--- src/rtl/instr_fetch.sv ---
// RV32 instruction fetch: owns the PC, keeps one word read in flight to instruction
// memory, and hands each fetched instruction with its PC to decode under valid/ready.
module instr_fetch #(
    parameter logic [31:0] RESET_PC = 32'h0000_0000
) (
    input  logic        clk,
    input  logic        rst,
    output logic        imem_req_valid,
    output logic [31:0] imem_req_addr,
    input  logic        imem_req_ready,
    input  logic        imem_rsp_valid,
    input  logic [31:0] imem_rsp_data,
    input  logic        redirect_valid,
    input  logic [31:0] redirect_target,
    output logic        instr_valid,
    output logic [31:0] instr_data,
    output logic [31:0] instr_pc,
    output logic [31:0] instr_pc_plus4,
    input  logic        instr_ready
);

    typedef enum logic [1:0] {
        S_REQ   = 2'd0,
        S_WAIT  = 2'd1,
        S_HOLD  = 2'd2,
        S_DRAIN = 2'd3
    } state_t;

    state_t      state_r;
    logic [31:0] pc_r;
    logic [31:0] instr_data_r;
    logic [31:0] instr_pc_r;
    logic [31:0] instr_pc_plus4_r;
    logic [31:0] pc_plus4_s;
    logic [31:0] target_s;

    assign pc_plus4_s = pc_r + 32'd4;
    // The low two target bits are dropped so every fetch stays word aligned.
    assign target_s   = redirect_target & 32'hFFFF_FFFC;

    // Handshake strobes decode the state register only; no input reaches them.
    assign imem_req_valid = (state_r == S_REQ);
    assign instr_valid    = (state_r == S_HOLD);
    assign imem_req_addr  = pc_r;
    assign instr_data     = instr_data_r;
    assign instr_pc       = instr_pc_r;
    assign instr_pc_plus4 = instr_pc_plus4_r;

    // Fetch FSM: PC, state and the decode-facing instruction registers.
    always_ff @(posedge clk) begin
        if (rst) begin
            state_r          <= S_REQ;
            pc_r             <= RESET_PC;
            instr_data_r     <= 32'h0000_0000;
            instr_pc_r       <= 32'h0000_0000;
            instr_pc_plus4_r <= 32'h0000_0000;
        end else begin
            case (state_r)
                S_REQ: begin
                    if (redirect_valid) begin
                        pc_r    <= target_s;
                        // An accepted old-address request must be drained first.
                        state_r <= imem_req_ready ? S_DRAIN : S_REQ;
                    end else if (imem_req_ready) begin
                        state_r <= S_WAIT;
                    end else begin
                        state_r <= S_REQ;
                    end
                end
                S_WAIT: begin
                    if (redirect_valid) begin
                        pc_r    <= target_s;
                        state_r <= imem_rsp_valid ? S_REQ : S_DRAIN;
                    end else if (imem_rsp_valid) begin
                        instr_data_r     <= imem_rsp_data;
                        instr_pc_r       <= pc_r;
                        instr_pc_plus4_r <= pc_plus4_s;
                        state_r          <= S_HOLD;
                    end else begin
                        state_r <= S_WAIT;
                    end
                end
                S_HOLD: begin
                    if (redirect_valid) begin
                        pc_r    <= target_s;
                        state_r <= S_REQ;
                    end else if (instr_ready) begin
                        pc_r    <= pc_plus4_s;
                        state_r <= S_REQ;
                    end else begin
                        state_r <= S_HOLD;
                    end
                end
                S_DRAIN: begin
                    if (redirect_valid) begin
                        pc_r    <= target_s;
                        state_r <= S_DRAIN;
                    end else if (imem_rsp_valid) begin
                        state_r <= S_REQ;
                    end else begin
                        state_r <= S_DRAIN;
                    end
                end
                default: begin
                    state_r <= S_REQ;
                    pc_r    <= RESET_PC;
                end
            endcase
        end
    end

endmodule

--- config.mk ---
export PLATFORM = sky130hd
export DESIGN_NAME = instr_fetch
export DESIGN_NICKNAME = d
export VERILOG_FILES = /design/src/rtl/instr_fetch.sv
export SDC_FILE = /design/constraint.sdc
export NUM_CORES = 1
export LEC_CHECK = 0
export CAP_MARGIN = 0
export CORE_ASPECT_RATIO = 1.4
export CORE_UTILIZATION = 50
export DETAILED_ROUTE_END_ITERATION = 8
export GPL_TIMING_DRIVEN = 0
export HOLD_SLACK_MARGIN = 0.15
export PLACE_DENSITY = 0.87
export SLEW_MARGIN = 10
export SYNTH_ARGS = -nofsm -noshare
export SYNTH_HDL_FRONTEND = slang
export SYNTH_SLANG_ARGS = --single-unit
--- constraint.sdc ---
create_clock -name clk -period 7.1 [get_ports clk]
set_input_delay 1.42 -clock clk [delete_from_list [all_inputs] [get_ports clk]]
set_output_delay 1.42 -clock clk [all_outputs]
set_load 0.02 [all_outputs]
* Yosys cells after proc, flatten, opt, wreduce, memory -nomap -nowiden
Cells that the tools add are included.
** Storage, ports and cells
- Word-level logic and storage cells :: 30
- Output and inout bits :: 130
- Bits in registers :: 130
** Cells by class
- $add $sub $neg :: 1
- Bitwise operators :: 1
- Multiplexer cells :: 14
- Eq/ne operators :: 5
- Reduce and logical (&&, ||, !) cells :: 4
** Operators by type and width (count)
- 2-to-1 mux 32 bit :: 3
- case mux 32 bit (2 select lines) :: 1
- adder 32 x 3 -> 32 bit, second input constant :: 1
- 2-to-1 mux 2 bit :: 8
- case mux 2 bit (4 select lines) :: 1
- equality test 2 bit, second input constant :: 2
- != test 3 x 2 -> 1 bit, second input constant :: 1
- AND reduction 3 bit :: 1
- OR reduction 3 bit :: 1
- equality test 2 x 1 -> 1 bit, second input constant :: 1
- logical NOT 2 bit :: 1
- != test 2 x 1 -> 1 bit, second input constant :: 1
- AND reduction 2 bit :: 1
- 2-to-1 mux 1 bit :: 1
- inverter 1 bit :: 1

* Longest topological paths before layout
- Depth in word-level cells :: 4
- Depth in mapped cells :: 11

* Worst setup path before layout
Ideal clock, no wire load.
- Kind :: input to register
- Start :: input port redirect_valid
- End :: register instr_pc_r[6], in the netlist instr_pc[6]
- Path slack :: 3644 ps
- Arrival :: 3386 ps
- Stages :: 11
- Setup time :: 70 ps
- Buffers on the path :: 6
- Cells stage by stage :: clkbuf_1 > inv_1 > clkbuf_1 > buf_1 > ha_1 > and3b_1 > clkbuf_8 > buf_6 > clkbuf_1 > nand2_1 > a21oi_1
** Between the ends
- Cells in the longest elaborated chain, start to end :: 2
** RTL lines
- from (decl) :: line 13 : input logic redirect_valid,
- inverter 1 bit (no source line)
- AND reduction 3 bit (no source line)
- to (signal assigned) :: line 76 : instr_pc_r <= pc_r;
- to (decl) :: line 32 : logic [31:0] instr_pc_r;
Every way passes these cells.
A chain may end at the register's enable or synchronous reset.

* Worst setup path after layout
- Start :: input port redirect_valid
- End :: register instr_pc_r[4], in the netlist instr_pc[4]
The elaborated chain is that of the path after synthesis.

==> results.json <==
{
  "p_clk_share_pct": 48.3,
  "grt-ovfl-total": 0,
  "clk_path_buf_depth": 2,
  "cts_made_buffers": 17,
  "grt_pass1_vias": 6369,
  "synth_area_leaders": "dfxtp_1 (42%), nand2_1 (9.7%), a21oi_1 (6.4%), nor2_1 (3.5%), a311oi_1 (2.9%)",
  "clkLatencyLatePin_ns": 0.42,
  "path_max_fanout": 11,
  "wl_per_cell_um": 18.90,
  "finalHoldViolCount": 0,
  "r2r-start": "imem_req_addr[2]$_SDFFE_PP0P_",
  "synth_edf_count": 0,
  "critPathTopFamily": "buffers and inverters",
  "dominantRegCellSynth": "dfxtp_1",
  "dieArea_um2": 12370,
  "maxSlewHeadroom_pct": 38.38,
  "r2r_cells": 6,
  "fp.dieH_um": 131.2,
  "io_pins": 200,
  "synthCells": 753,
  "tightest_slew_ns": 0.9223,
  "cts.htree.levels": 4,
  "fmax_mhz": 209.8,
  "synthToLayoutAreaGrowth_pct": 46.35,
  "drt-total-wl_mm": 21.24,
  "die_w_um": 94.30,
  "rr_endpoint": "imem_req_addr[22]$_SDFFE_PP0P_",
  "final_cell_mix": "clkdlybuf4s50_1 (191), nand2_1 (154), dfxtp_1 (124), a21oi_1 (76), nor2_1 (56)",
  "combPwrFrac_pct": 14.0,
  "start_kind": "input pin",
  "critPathRequiredTime_ns": 7.45,
  "num_rows": 46,
  "rsz0062_at_grt": "false",
  "avgSynthCellArea_um2": 7.919,
  "initial_core_util_pct": 52.06,
  "hpwl_mm": 14.92,
  "status": "complete, no violations",
  "fin_worst_skew_ns": 0.007204,
  "drive_above_1_share_pct": 7.551,
  "p_int_w": 0.001482,
  "yosysSeqAreaShare_pct": 41.63,
  "grt_pass1_wl_mm": 32.49,
  "dr.pass1.iters": 6,
  "finalCriticalPeriod_ns": 4.768,
  "synth_top_cell_by_area": "dfxtp_1",
  "gp_congestion": 0.9435,
  "final_nets": 1042,
  "async_flop_share_pct": 0,
  "cts_setup_buffers": 0,
  "seqPwrFrac_pct": 37.7,
  "vias_per_cell": 6.028,
  "tns_ns": 0,
  "max_stage_delay_ns": 0.49,
  "via_count": 6776,
  "ys_warn_count": 0,
  "grt_start_max_net_pins": 17,
  "cts_tree": "done",
  "fin_crit_sh_pct": 67.15,
  "antenna_found_initial": 0,
  "synth_top_area_share_pct": 41.63,
  "final.fill_count": 854,
  "final_common_cell": "clkdlybuf4s50_1",
  "crit_buf_inv": 7,
  "slowest_stage": "clkdlybuf4s50_1",
  "io_buffers": 191,
  "reg2reg_setup_slack_ns": 4.51,
  "critPathArrivalTime_ns": 5.12,
  "min_path_type": "reg2reg",
  "cts_root_buf": "clkbuf_16",
  "netSwitchingFraction_pct": 26.07,
  "crit_top_cell": "clkbuf_1",
  "powerDensity_nw_per_um2": 229.7,
  "core_area_um2": 11450,
  "power.total_w": 0.002004,
  "ys_ff_latch": 124,
  "crit_type": "in2reg",
  "vdd_drop_max_uv": 161.6,
  "syn_area_um2": 5963,
  "final_max_slew_viol_count": 0,
  "cts_resized": 0,
  "cts_hold_buf": 0,
  "worstHoldStart": "instr_data[17]$_SDFFE_PP0P_",
  "holdWs_ns": 0.4514,
  "worstHoldPathCells": 2,
  "ant_nets": 0,
  "drc_errors": 0,
  "first_iter_violations": 846,
  "leakage_nw": 2.958,
  "hold-path-endpoint": "instr_data[17]$_SDFFE_PP0P_",
  "crit_chain": "clkdlybuf4s50_1 -> clkbuf_1 -> inv_1 -> clkbuf_1 -> buf_1 -> ha_1 -> nand3b_1 -> clkbuf_1 -> clkbuf_1 -> nand2_1 -> a21oi_1",
  "p_sw_w": 0.0005224,
  "cts_sinks": 124,
  "diodes": 0,
  "ys_types": 61,
  "grt.total_usage_pct": 34.11,
  "finalSetupViolCount": 0,
  "end_kind": "flip-flop",
  "maxCapViolCount": 0,
  "path_clk_slew_ns": 0.06
}
[routing by layer]
metal | GRT usage (%) | vias up | routed length, um
li1 | - | 3106 | -
met3 | 7.639 | 111 | 2171
met5 | 0 | - | 0
met4 | 20.60 | 0 | 1288
met1 | 38.48 | 3051 | 7557
met2 | 57.17 | 508 | 10220
[registers in the layout, summed over array words and instances (netlist names)]
signal and count:
state_r 2, instr_data 32, imem_req_addr 30, instr_pc_plus4 30, instr_pc 30
[cells by family (layout without fill, tap and decap cells)]
logic type | count (synthesis) | after routing | synth area share, %
adder cells (fa/ha/maj) | 4 | 4 | 0.8393
AO/OA/AOI/OAI | 182 | 182 | 19.60
buffers and inverters | 91 | 313 | 7.889
XOR/XNOR | 15 | 15 | 2.203
other | 1 | 6 | 0.06289
flip-flops | 124 | 124 | 41.63
multiplexers | 1 | 1 | 0.1888
AND/OR/NAND/NOR | 335 | 335 | 27.59
[tightest hold or removal path, cell delays in order, from the launching register on]
cell and delay (ns):
dfxtp_1 0.30, nand2_1 0.05, a21oi_1 0.05
[through the flow]
stage	std cells	area, um^2	worst slack [ns]	util, %
final	1124	8727	2.332	76.20
after global routing	1124	8727	2.168	76.20
after CTS	1124	8727	2.446	76.20
after detailed placement	1093	8074	2.043	70.49
after global placement	1093	8074	2.062	70.49
after floorplan	758	5982	3.644	-
[area by class of cell]
class,count,area [um^2],area share [%]
plain buffers,77,417.9,4.789
clock buffers,18,439.2,5.032
clock inverters,13,214.0,2.452
inverters,14,52.55,0.6022
multi-input cells,543,3029,34.71
flip-flops and latches,124,2482,28.44
well taps,144,180.2,2.065
repair buffers,191,1912,21.91
[cells in the mapped netlist, drive strengths merged (2+ instances only)]
library cell / n
or4: 15
nor3b: 7
nor2b: 3
and3: 4
o31ai: 12
nor4b: 2
o21bai: 8
o31a: 4
dfxtp: 124
nor3: 13
clkbuf: 50
a221oi: 4
nand2: 154
nor2: 56
buf: 26
nand3: 22
nor4: 10
xor2: 3
xnor2: 12
a31oi: 8
and4: 7
a21oi: 76
nand3b: 4
inv: 14
o211ai: 3
ha: 4
a211oi: 19
o21ai: 18
a2111oi: 2
a311oi: 20
nand4: 21
or3: 11
and3b: 2
[power by group through the flow]
stage	combinational, W	sequential [W]	clock [W]
floorplan	0.000112	0.000790	0
global placement	0.000270	0.000768	0
detailed placement	0.000273	0.000768	0
CTS	0.000276	0.000753	0.000970
global route	0.000295	0.000757	0.00100
finish	0.000280	0.000755	0.000969
[worst max-delay path by stage]
stage              startpoint                           to  slack (ns)  cells after the start
6_report       redirect_valid     instr_pc[4]$_SDFFE_PP0P_        2.33                     11
5_1_grt        redirect_valid    instr_pc[12]$_SDFFE_PP0P_        2.17                     11
4_1_cts        redirect_valid  instr_data[24]$_SDFFE_PP0P_        2.45                     11
3_5_place_dp   redirect_valid     instr_pc[8]$_SDFFE_PP0P_        2.04                     11
3_3_place_gp   redirect_valid     instr_pc[8]$_SDFFE_PP0P_        2.06                     11
2_1_floorplan  redirect_valid     instr_pc[6]$_SDFFE_PP0P_        3.64                     11
Power figures use the tool's default switching activity.
==> RTL change: new RTL, same settings <==
Reset style: asynchronous (`rst`), changed in one clocked block.
--- a/src/rtl/instr_fetch.sv
+++ b/src/rtl/instr_fetch.sv
@@ -47,7 +47,7 @@
     assign instr_pc_plus4 = instr_pc_plus4_r;
 
     // Fetch FSM: PC, state and the decode-facing instruction registers.
-    always_ff @(posedge clk) begin
+    always_ff @(posedge clk or posedge rst) begin
         if (rst) begin
             state_r          <= S_REQ;
             pc_r             <= RESET_PC;
Formal check against the unedited RTL: differs if rst is asserted again (counterexample within 4 cycles, from zero or initial values and one cycle with rst high); with rst held inactive, the same outputs for 4 cycles.
==> RTL change against the original RTL <==
Final area decreased by 2.2%. Final cell count decreased by 8.5%. First-iteration DRC count decreased by 60%. Routed wire length decreased by 21%. Synthesized area decreased by 2.6%. Core utilization decreased by 0.91 points. Register-to-register slack improved by 0.12 ns. Setup slack improved by 1.1 ns. Sequential cell count unchanged. Highest routed layer unchanged. Via count decreased by 20%.
Power is not compared: it rests on default switching activity, and its combinational part moved more than twofold at a synthesized area within 25%.
==> RTL change: results <==
[cells_and_area]
drive_gt1_share_pct = 6.11
fin_nets = 947
stdcell_count = 1028

[run_status]
status = "finished clean"

[grt]
grt_pass1_wl_mm = 26.4
grt_start_max_net_pins = 82
use_met2_pct = 51.6

[route]
first_pass_iters = 5
route.met2.wl_mm = 8.79
routedWlPerCell_um = 16.4
wl_met3_mm = 1.25
dr.first_iter.drc_count = 337
met1Wirelength_mm = 6.16
vias_per_cell = 5.27

[synth]
netlist_top_cells_count = "253 x nand2_1, 124 x dfrtp_1, 57 x o21ai_0"
synth_fa_ha_area_share_pct = 0.862
synth_area_leaders = "dfrtp_1 53%, nand2_1 16%, xnor2_1 5.1%"
synth_area_per_cell_sq_um = 8.84
synthArstFlopShare_pct = 100
netlist-cell-type-count = 39
yosysTopAreaCell = "dfrtp_1"
synth_compound_area_share_pct = 6.08
muxShareOfSynthArea_pct = 0.431
synth-xor-area-share_pct = 8.45

[sta]
fin_skew_ns = 0.00978
worst_pin_slew_ns = 0.903

[placed_design]
placed_area_sq_um = 7950
dp_hpwl_mm = 11.9

[critical_path]
r2r_setup_slack_ns = 4.63
==> RTL change: where the power goes <==
part / total [mW] / switching [mW] / internal (mW)
sequential: 1.14 / 0.164 / 0.980
clock: 0.852 / 0.295 / 0.558
combinational: 1.40 / 0.757 / 0.640
==> RTL change: layout make-up <==
cell class / instances / share of cell area, %
flip-flops and latches: 124 / 36.4
multi-input cells: 475 / 28.7
repair buffers: 192 / 22.7
clock buffers: 24 / 5.88
plain buffers: 56 / 2.87
well taps: 144 / 2.11
clock inverters: 6 / 0.997
inverters: 7 / 0.366
==> RTL change: cell families (layout without fill, tap and decap cells) <==
group | count (synthesis) | after routing
AOI/OAI and AO/OA | 68 | 68
xor gates and xnor gates | 56 | 56
other | 1 | 6
and+or+nand+nor | 339 | 339
muxes | 2 | 2
DFF | 124 | 124
buffers and inverters | 63 | 285
adders and majority gates | 4 | 4
==> RTL change: per-stage QoR <==
stage	worst slack (ns)	util, %	hold WS, ns
2_1_floorplan	2.38	-	0.589
3_3_place_gp	0.655	69.8	0.456
3_5_place_dp	2.96	70.1	0.461
4_1_cts	3.39	75.3	0.475
5_1_grt	3.15	75.3	0.483
6_report	3.41	75.3	0.470
==> RTL change: worst paths after layout <==
path | from | to | depth (start not counted)
worst max-delay path | redirect_valid | instr_pc[14] | 8
worst min-delay path | instr_data[7] | instr_data[7] | 2
worst max register to register | imem_req_addr[2] | imem_req_addr[22] | 7
worst min register to register | instr_data[7] | instr_data[7] | 2
max in group asynchronous | rst | imem_req_addr[25] | 3
min in group asynchronous | rst | instr_data[13] | 2
==> RTL change: worst reg2reg max path, cell delays in order, from the launching register on <==
cell and delay, ns:
dfrtp_1 0.48, ha_1 0.30, nand3_4 0.16, or4_4 0.57, buf_6 0.16, nor4_4 0.28, xnor2_1 0.13, mux2_4 0.27
